## src/rtl/multicycle_ctrl.sv

```systemverilog
// Moore control FSM for the multicycle RV32I datapath: decodes FSM state and opcode into enables and mux selects.
// Optional illegal-opcode trap (HALT state, halted flag) is compiled in with `define TRAP_ILLEGAL_EN.
module multicycle_ctrl (
   input  logic       clk,
   input  logic       reset,
   input  logic [6:0] op,
   input  logic [2:0] funct3,
   input  logic       funct7b5,
   input  logic       zero,
   output logic       pcWrite,
   output logic       adrSrc,
   output logic       irWrite,
   output logic       memWrite,
   output logic       regWrite,
   output logic [1:0] resSrc,
   output logic [1:0] aluSrcA,
   output logic [1:0] aluSrcB,
   output logic [1:0] inmSrc,
   output logic [2:0] ALUcontrol,
   output logic [3:0] fsmState,
   output logic       halted
);

   typedef enum logic [3:0] {
      S_FETCH    = 4'd0,
      S_DECODE   = 4'd1,
      S_MEMADR   = 4'd2,
      S_MEMREAD  = 4'd3,
      S_MEMWB    = 4'd4,
      S_MEMWRITE = 4'd5,
      S_EXECR    = 4'd6,
      S_ALUWB    = 4'd7,
      S_EXECI    = 4'd8,
      S_JAL      = 4'd9,
      S_BEQ      = 4'd10
`ifdef TRAP_ILLEGAL_EN
      , S_HALT   = 4'd11
`endif
   } state_e;

   typedef enum logic [1:0] {
      ALUOP_ADD   = 2'd0,
      ALUOP_SUB   = 2'd1,
      ALUOP_FUNCT = 2'd2
   } aluop_e;

   localparam logic [6:0] OP_LW    = 7'b0000011;
   localparam logic [6:0] OP_SW    = 7'b0100011;
   localparam logic [6:0] OP_RTYPE = 7'b0110011;
   localparam logic [6:0] OP_ITYPE = 7'b0010011;
   localparam logic [6:0] OP_JAL   = 7'b1101111;
   localparam logic [6:0] OP_BEQ   = 7'b1100011;

   state_e state_q, state_d;

   always_ff @(posedge clk) begin
      if (reset) state_q <= S_FETCH;
      else       state_q <= state_d;
   end

   // Next-state logic; undefined encodings fall back to FETCH.
   always_comb begin
      state_d = S_FETCH;
      case (state_q)
         S_FETCH:  state_d = S_DECODE;
         S_DECODE: begin
            case (op)
               OP_LW, OP_SW: state_d = S_MEMADR;
               OP_RTYPE:     state_d = S_EXECR;
               OP_ITYPE:     state_d = S_EXECI;
               OP_JAL:       state_d = S_JAL;
               OP_BEQ:       state_d = S_BEQ;
`ifdef TRAP_ILLEGAL_EN
               default:      state_d = S_HALT;
`else
               default:      state_d = S_FETCH;
`endif
            endcase
         end
         S_MEMADR:   state_d = (op == OP_SW) ? S_MEMWRITE : S_MEMREAD;
         S_MEMREAD:  state_d = S_MEMWB;
         S_EXECR:    state_d = S_ALUWB;
         S_EXECI:    state_d = S_ALUWB;
         S_JAL:      state_d = S_ALUWB;
         S_MEMWB,
         S_MEMWRITE,
         S_ALUWB,
         S_BEQ:      state_d = S_FETCH;
`ifdef TRAP_ILLEGAL_EN
         S_HALT:     state_d = S_HALT;
`endif
         default:    state_d = S_FETCH;
      endcase
   end

   logic       pc_update;
   logic       branch;
   logic       ir_write_raw;
   logic       mem_write_raw;
   logic       reg_write_raw;
   aluop_e     alu_op;

   // Per-state Moore outputs; anything not set for a state stays 0.
   always_comb begin
      pc_update     = 1'b0;
      branch        = 1'b0;
      ir_write_raw  = 1'b0;
      mem_write_raw = 1'b0;
      reg_write_raw = 1'b0;
      adrSrc        = 1'b0;
      resSrc        = 2'b00;
      aluSrcA       = 2'b00;
      aluSrcB       = 2'b00;
      alu_op        = ALUOP_ADD;
      case (state_q)
         S_FETCH: begin
            adrSrc       = 1'b0;
            ir_write_raw = 1'b1;
            aluSrcA      = 2'b00;
            aluSrcB      = 2'b10;
            alu_op       = ALUOP_ADD;
            resSrc       = 2'b10;
            pc_update    = 1'b1;
         end
         S_DECODE: begin
            aluSrcA = 2'b01;
            aluSrcB = 2'b01;
            alu_op  = ALUOP_ADD;
         end
         S_MEMADR: begin
            aluSrcA = 2'b10;
            aluSrcB = 2'b01;
            alu_op  = ALUOP_ADD;
         end
         S_MEMREAD: begin
            resSrc = 2'b00;
            adrSrc = 1'b1;
         end
         S_MEMWB: begin
            resSrc        = 2'b01;
            reg_write_raw = 1'b1;
         end
         S_MEMWRITE: begin
            resSrc        = 2'b00;
            adrSrc        = 1'b1;
            mem_write_raw = 1'b1;
         end
         S_EXECR: begin
            aluSrcA = 2'b10;
            aluSrcB = 2'b00;
            alu_op  = ALUOP_FUNCT;
         end
         S_ALUWB: begin
            resSrc        = 2'b00;
            reg_write_raw = 1'b1;
         end
         S_EXECI: begin
            aluSrcA = 2'b10;
            aluSrcB = 2'b01;
            alu_op  = ALUOP_FUNCT;
         end
         S_JAL: begin
            // PC takes the DECODE-computed target from ALUOut while the ALU forms oldPC+4 for rd.
            aluSrcA   = 2'b01;
            aluSrcB   = 2'b10;
            alu_op    = ALUOP_ADD;
            resSrc    = 2'b00;
            pc_update = 1'b1;
         end
         S_BEQ: begin
            aluSrcA = 2'b10;
            aluSrcB = 2'b00;
            alu_op  = ALUOP_SUB;
            branch  = 1'b1;
         end
         default: ;
      endcase
   end

   always_comb begin
      ALUcontrol = 3'b000;
      case (alu_op)
         ALUOP_ADD: ALUcontrol = 3'b000;
         ALUOP_SUB: ALUcontrol = 3'b001;
         ALUOP_FUNCT: begin
            case (funct3)
               // op[5] separates R-type sub from I-type addi, which has no subtract form.
               3'b000:  ALUcontrol = (funct7b5 & op[5]) ? 3'b001 : 3'b000;
               3'b010:  ALUcontrol = 3'b101;
               3'b110:  ALUcontrol = 3'b011;
               3'b111:  ALUcontrol = 3'b010;
               default: ALUcontrol = 3'b000;
            endcase
         end
         default: ALUcontrol = 3'b000;
      endcase
   end

   always_comb begin
      inmSrc = 2'b00;
      case (op)
         OP_SW:   inmSrc = 2'b01;
         OP_BEQ:  inmSrc = 2'b10;
         OP_JAL:  inmSrc = 2'b11;
         default: inmSrc = 2'b00;
      endcase
   end

   // Write enables are masked during reset so an aborted instruction leaves no partial write.
   assign pcWrite  = ~reset & (pc_update | (branch & zero));
   assign irWrite  = ~reset & ir_write_raw;
   assign memWrite = ~reset & mem_write_raw;
   assign regWrite = ~reset & reg_write_raw;
   assign fsmState = state_q;

`ifdef TRAP_ILLEGAL_EN
   assign halted = (state_q == S_HALT);
`else
   assign halted = 1'b0;
`endif

endmodule
```

## config.mk

```make
export PLATFORM = sky130hd
export DESIGN_NAME = multicycle_ctrl
export DESIGN_NICKNAME = d
export VERILOG_FILES = /design/src/rtl/multicycle_ctrl.sv
export SDC_FILE = /design/constraint.sdc
export NUM_CORES = 1
export LEC_CHECK = 0
export CORE_UTILIZATION = 37
export CTS_BUF_LIST = sky130_fd_sc_hd__clkbuf_4
export DETAILED_ROUTE_END_ITERATION = 16
export GPL_TIMING_DRIVEN = 0
export PLACE_DENSITY = 0.93
export SLEW_MARGIN = 15
export SYNTH_ARGS = -nofsm -noshare
export SYNTH_HDL_FRONTEND = slang
export SYNTH_SLANG_ARGS = --single-unit
```

## constraint.sdc

```tcl
create_clock -name clk -period 2.2 [get_ports clk]
set_clock_uncertainty 0.2 [all_clocks]
set_input_delay 0.44 -clock clk [delete_from_list [all_inputs] [get_ports clk]]
set_output_delay 0.44 -clock clk [all_outputs]
set_load 0.1 [all_outputs]
```

==> results of run 1 <==
-- cells by family after synthesis --
family,Yosys count,share of synthesized area [%]
other,1,0.6938
AOI/OAI and AO/OA,18,21.30
muxes,1,2.083
and+or+nand+nor,44,43.29
DFF,4,14.82
adders and majority gates,2,4.629
xor gates and xnor gates,3,4.862
buffers and inverters,10,8.333
-- stage by stage --
| stage | hold slack [ps] | instance area (um^2) |
|---|---|---|
| 4_1_cts | 407.2 | 1225 |
| 3_5_place_dp | 425.2 | 1096 |
| 3_3_place_gp | 423.2 | 1096 |
| 2_1_floorplan | 329.8 | 747.0 |
-- timing repair --
| item | 4_1_cts |
|---|---|
| hold buffers | 0 |
| setup buffers | 7 |
| gates resized for setup | 140 |
| pin swaps | 10 |
| setup endpoints to repair | 20 |
==> key figures, run 1 <==
Outcome
  – Status: did not finish
  – Failing step: 5_1_grt
  – Error: [ERROR DPL-0038] Utilization greater than 100%, impossible to legalize

Logic synthesis
  – Top cells by count, synth: 11 x nor2_1, 7 x a21oi_1, 6 x nand2_1
  – Syn Area/Cell: around 6.5 um^2
  – Share of the synthesized area in the top cell type: 14.81%
  – Sequential fraction of the synthesis area: ~15%
  – Post-synth EDFFs: 0
  – Distinct cells, synth: 33
  – Main synth FF type: dfxtp_1
  – Dominant cell type by area after synthesis: dfxtp_1
  – Synth area leaders: dfxtp_1 15%, nor2_1 7.6%, a21oi_1 6.5%, nor2b_1 5.8%, nor4_1 5.8%
  – Seq cells post-synth: 4
  – Share of synthesized registers carrying an async set or reset: 0%
  – Cells after Synth: 83
  – Most instantiated library cell after synthesis: nor2_1
  – Synth Cell Area: 540.5 um^2
  – Synth Warn #: 0
  – Syn nets: 99

Clock tree
  – Root Buffer: clkbuf_4
  – CTS Sinks: 4
  – TritonCTS buffer count: 3
  – Max clock buf depth: 2
  – H-tree Lvls: 1

Floorplan
  – I/O Pins: 35
  – Die Ht: 40.22 um
  – Initial Utilization: 40.53%
  – Std cell rows: 13
  – Die W: approximately 40 um

Place
  – Buffers on Ports: 33
  – Dpl hpwl: between 1 and 1.5 mm
  – Cells after DPL: between 100 and 150
  – Placer Congestion: ~0.77
  – Post-place setup slack: -1257 ps

GRT
  – Largest net degree at the start of global routing: 11

Timing
  – GRT worst endpoint: ALUcontrol[2]
  – Worst ep type: top-level output
==> run 2, diff against run 1 <==
Settings changed: CORE_AREA set to 2 2 63 65, CORE_UTILIZATION 37 to not set, CTS_BUF_LIST sky130_fd_sc_hd__clkbuf_4 to not set, DIE_AREA set to 0 0 65 67, PLACE_DENSITY 0.93 to not set, PLACE_DENSITY_LB_ADDON set to 0.15.
==> run 2 against run 1 <==
Effect of this change:
- the flow now finishes, with violations (setup timing)
- synthesized cell count stayed put
- area after synthesis stayed put
==> key figures, run 2 <==
Logic synthesis
  – Synth Warn #: 0 (unchanged)
  – Post-synth EDFFs: 0 (unchanged)
  – Dominant cell type by area after synthesis: dfxtp_1
  – Distinct cells, synth: 33 (unchanged)
  – Synth area leaders: dfxtp_1 15%, nor2_1 7.6%, a21oi_1 6.5%, nor2b_1 5.8%, nor4_1 5.8%
  – Cells after Synth: 83 (unchanged)
  – Syn Area/Cell: 6.512 um^2 (unchanged)
  – Main synth FF type: dfxtp_1
  – Syn nets: 99 (unchanged)
  – Share of the synthesized area in the top cell type: 14.81% (unchanged)
  – Seq cells post-synth: 4 (unchanged)
  – Sequential fraction of the synthesis area: 14.81% (unchanged)
  – Share of synthesized registers carrying an async set or reset: 0% (unchanged)
  – Most instantiated library cell after synthesis: nor2_1
  – Synth Cell Area: 540.5 um^2 (unchanged)
  – Top cells by count, synth: 11 x nor2_1, 7 x a21oi_1, 6 x nand2_1

GRT
  – Largest net degree at the start of global routing: 11
  – Initial antenna violation count: 0
  – Vias in the first global route: 803
  – GRT overflow: 0
  – First-pass GRT wire length: approximately 3.5 mm
  – Total track usage: between 10% and 20%

Floorplan
  – Die Ht: 67 um (+67%)
  – Die area: roughly 0.0044 mm^2
  – Die W: 65 um (+62%)
  – Std cell rows: 22 (+9)
  – I/O Pins: 35 (unchanged)
  – Core Area: between 0.003 and 0.004 mm^2
  – Initial Utilization: 14.99% (-26 points)

Cells and area
  – Commonest non-fill, non-tap cells in the layout: 24 x buf_4, 8 x buf_6, 8 x dlygate4sd2_1
  – Fill count: 375
  – Most common cell after layout, fill and taps aside: buf_4
  – Area grow syn2layout: 166.7%
  – Final nets: 158
  – Antenna Cells: 0
  – Share of layout cells above drive strength 1: between 60% and 70%
  – Largest register FFs: 4
  – Finished Cell Area: ~0.0014 mm^2

Timing
  – Fmax achieved: 411.5 MHz
  – Least-Margin Pin Slew: ~960 ps
  – Tmin final: between 2000 and 2500 ps
  – Post-route setup TNS: -452.0 ps
  – Final period util: 110.5%
  – RSZ-0062 raised after global routing: true
  – Final Hold Viols: 0
  – Max-slew violation count: 0
  – Slew margin rel.: between 30% and 40%
  – Final setup fails: 3
  – Final WS setup: -230.0 ps

Worst setup path
  – Worst EP arrival: about 1800 ps
  – WS Path Type: reg -> out
  – R2R Setup Slk: just under 600 ps
  – Crit end category: output port
  – CP required: between 1500 and 2000 ps
  – Setup crit start kind: register
  – Crit-path max FO: 8

Route
  – Vias: 823
  – First-pass detailed-route iteration total: 4
  – Antenna Nets Post-Route: 0
  – Mean number of vias per cell: 4.378
  – Average wire per standard cell: 11.81 um
  – Detailed Route Iter0 Violations: 8
  – DR DRC count: 0
  – Routed wire length: ~2.2 mm

Clock tree
  – Root Buffer: clkbuf_8
  – Clock-pin slew on the worst setup and hold paths: around 30 ps
  – H-tree Lvls: 1 (unchanged)
  – Clk Latency, worst-skew pair: roughly 220 ps
  – CTS tree: done
  – TritonCTS buffer count: 3 (unchanged)
  – Max clock buf depth: 2 (unchanged)
  – CTS Sinks: 4 (unchanged)

Place
  – Buffers on Ports: 33 (unchanged)
  – Dpl hpwl: 1.590 mm (+8.5%)
  – Placer Congestion: 0.7453 (-2.8%)
  – Placed cell areas: 0.001137 mm^2 (+3.8%)

Hold path
  – Worst Hold Class: in -> reg

Outcome
  – Status: complete, but fails checks
  – Failing checks: setup timing

Power and ir drop
  – Max rail drop VDD: 322.9 uV
  – Leakage: 0.6094 nW
  – Pwr dens: between 300 and 400 mW/mm^2

Flow run
  – Max-cap violations: 0
[run 2: cell counts after synthesis]
No cell type changed its count.
[run 2: cells by family (layout without fill, tap and decap cells)]
family                   after synthesis  after routing  synth area share, %
XOR/XNOR                               3              3                4.862
flip-flops                             4              4                14.82
adder cells (fa/ha/maj)                2              2                4.629
AO/OA/AOI/OAI                         18             18                21.30
multiplexers                           1              1                2.083
other                                  1              1               0.6938
buffers and inverters                 10             67                8.333
AND/OR/NAND/NOR                       44             44                43.29
[run 2: power by group]
group          leakage [nW]  total [mW]  internal, mW  switching, mW
Clock                0.0216       0.158         0.117         0.0407
Combinational         0.552       0.234        0.0742          0.160
Sequential           0.0355      0.0738        0.0716        0.00220
[run 2: area by class of cell]
class | instances | area (um^2) | share of cell area (%)
well taps | 48 | 60.06 | 4.167
repair buffers | 54 | 494.2 | 34.29
plain buffers | 5 | 68.82 | 4.774
flip-flops and latches | 4 | 95.09 | 6.597
clock buffers | 3 | 41.29 | 2.865
inverters | 5 | 22.52 | 1.563
multi-input cells | 69 | 659.4 | 45.75
[run 2: routing by layer]
layer  up-vias  GRT usage, %  routed length, um
met5         -             0                  0
met1       394         12.39                953
met4         0             0                  0
met3         0         3.378                118
li1        408             -                  -
met2        21         18.04               1149
[run 2: what timing repair did]
action / in CTS / in global routing
gates resized for setup: 148 / 11
cloned: 0 / 0
hold buffers: 0 / 0
pin swaps: 10 / 5
setup buffers: 17 / 4
endpoints found under the setup margin: 20 / 9
[run 2: path summary, 6_finish.rpt]
| kind | startpoint | end | cells after the start |
|---|---|---|---|
| hold reg to reg | fsmState[0] | fsmState[0] | 2 |
| hold / removal | op[3] | fsmState[3] | 3 |
| setup reg to reg | fsmState[3] | fsmState[2] | 7 |
| setup / recovery | fsmState[1] | ALUcontrol[2] | 6 |
[run 2: stage by stage]
step	hold slack, ps	cells	power (mW)	util, %	setup WS [ps]
2_1_floorplan	329.8	83	0.2347	-	-907.5
3_3_place_gp	423.7	164	0.2987	31.54	-1275
3_5_place_dp	424.8	164	0.2994	31.54	-1279
4_1_cts	423.7	184	0.4629	38.93	-219.7
5_1_grt	340.1	188	0.4864	39.97	-278.6
6_report	329.0	188	0.4654	39.97	-230.0
[run 2: critical path: stages (launching register included)]
cell and delay, ps:
dfxtp_4 360, and2b_2 200, and3_4 190, inv_2 60
ha_4 200, nor4_4 300, buf_6 260
(Power assumes the default switching activity.)
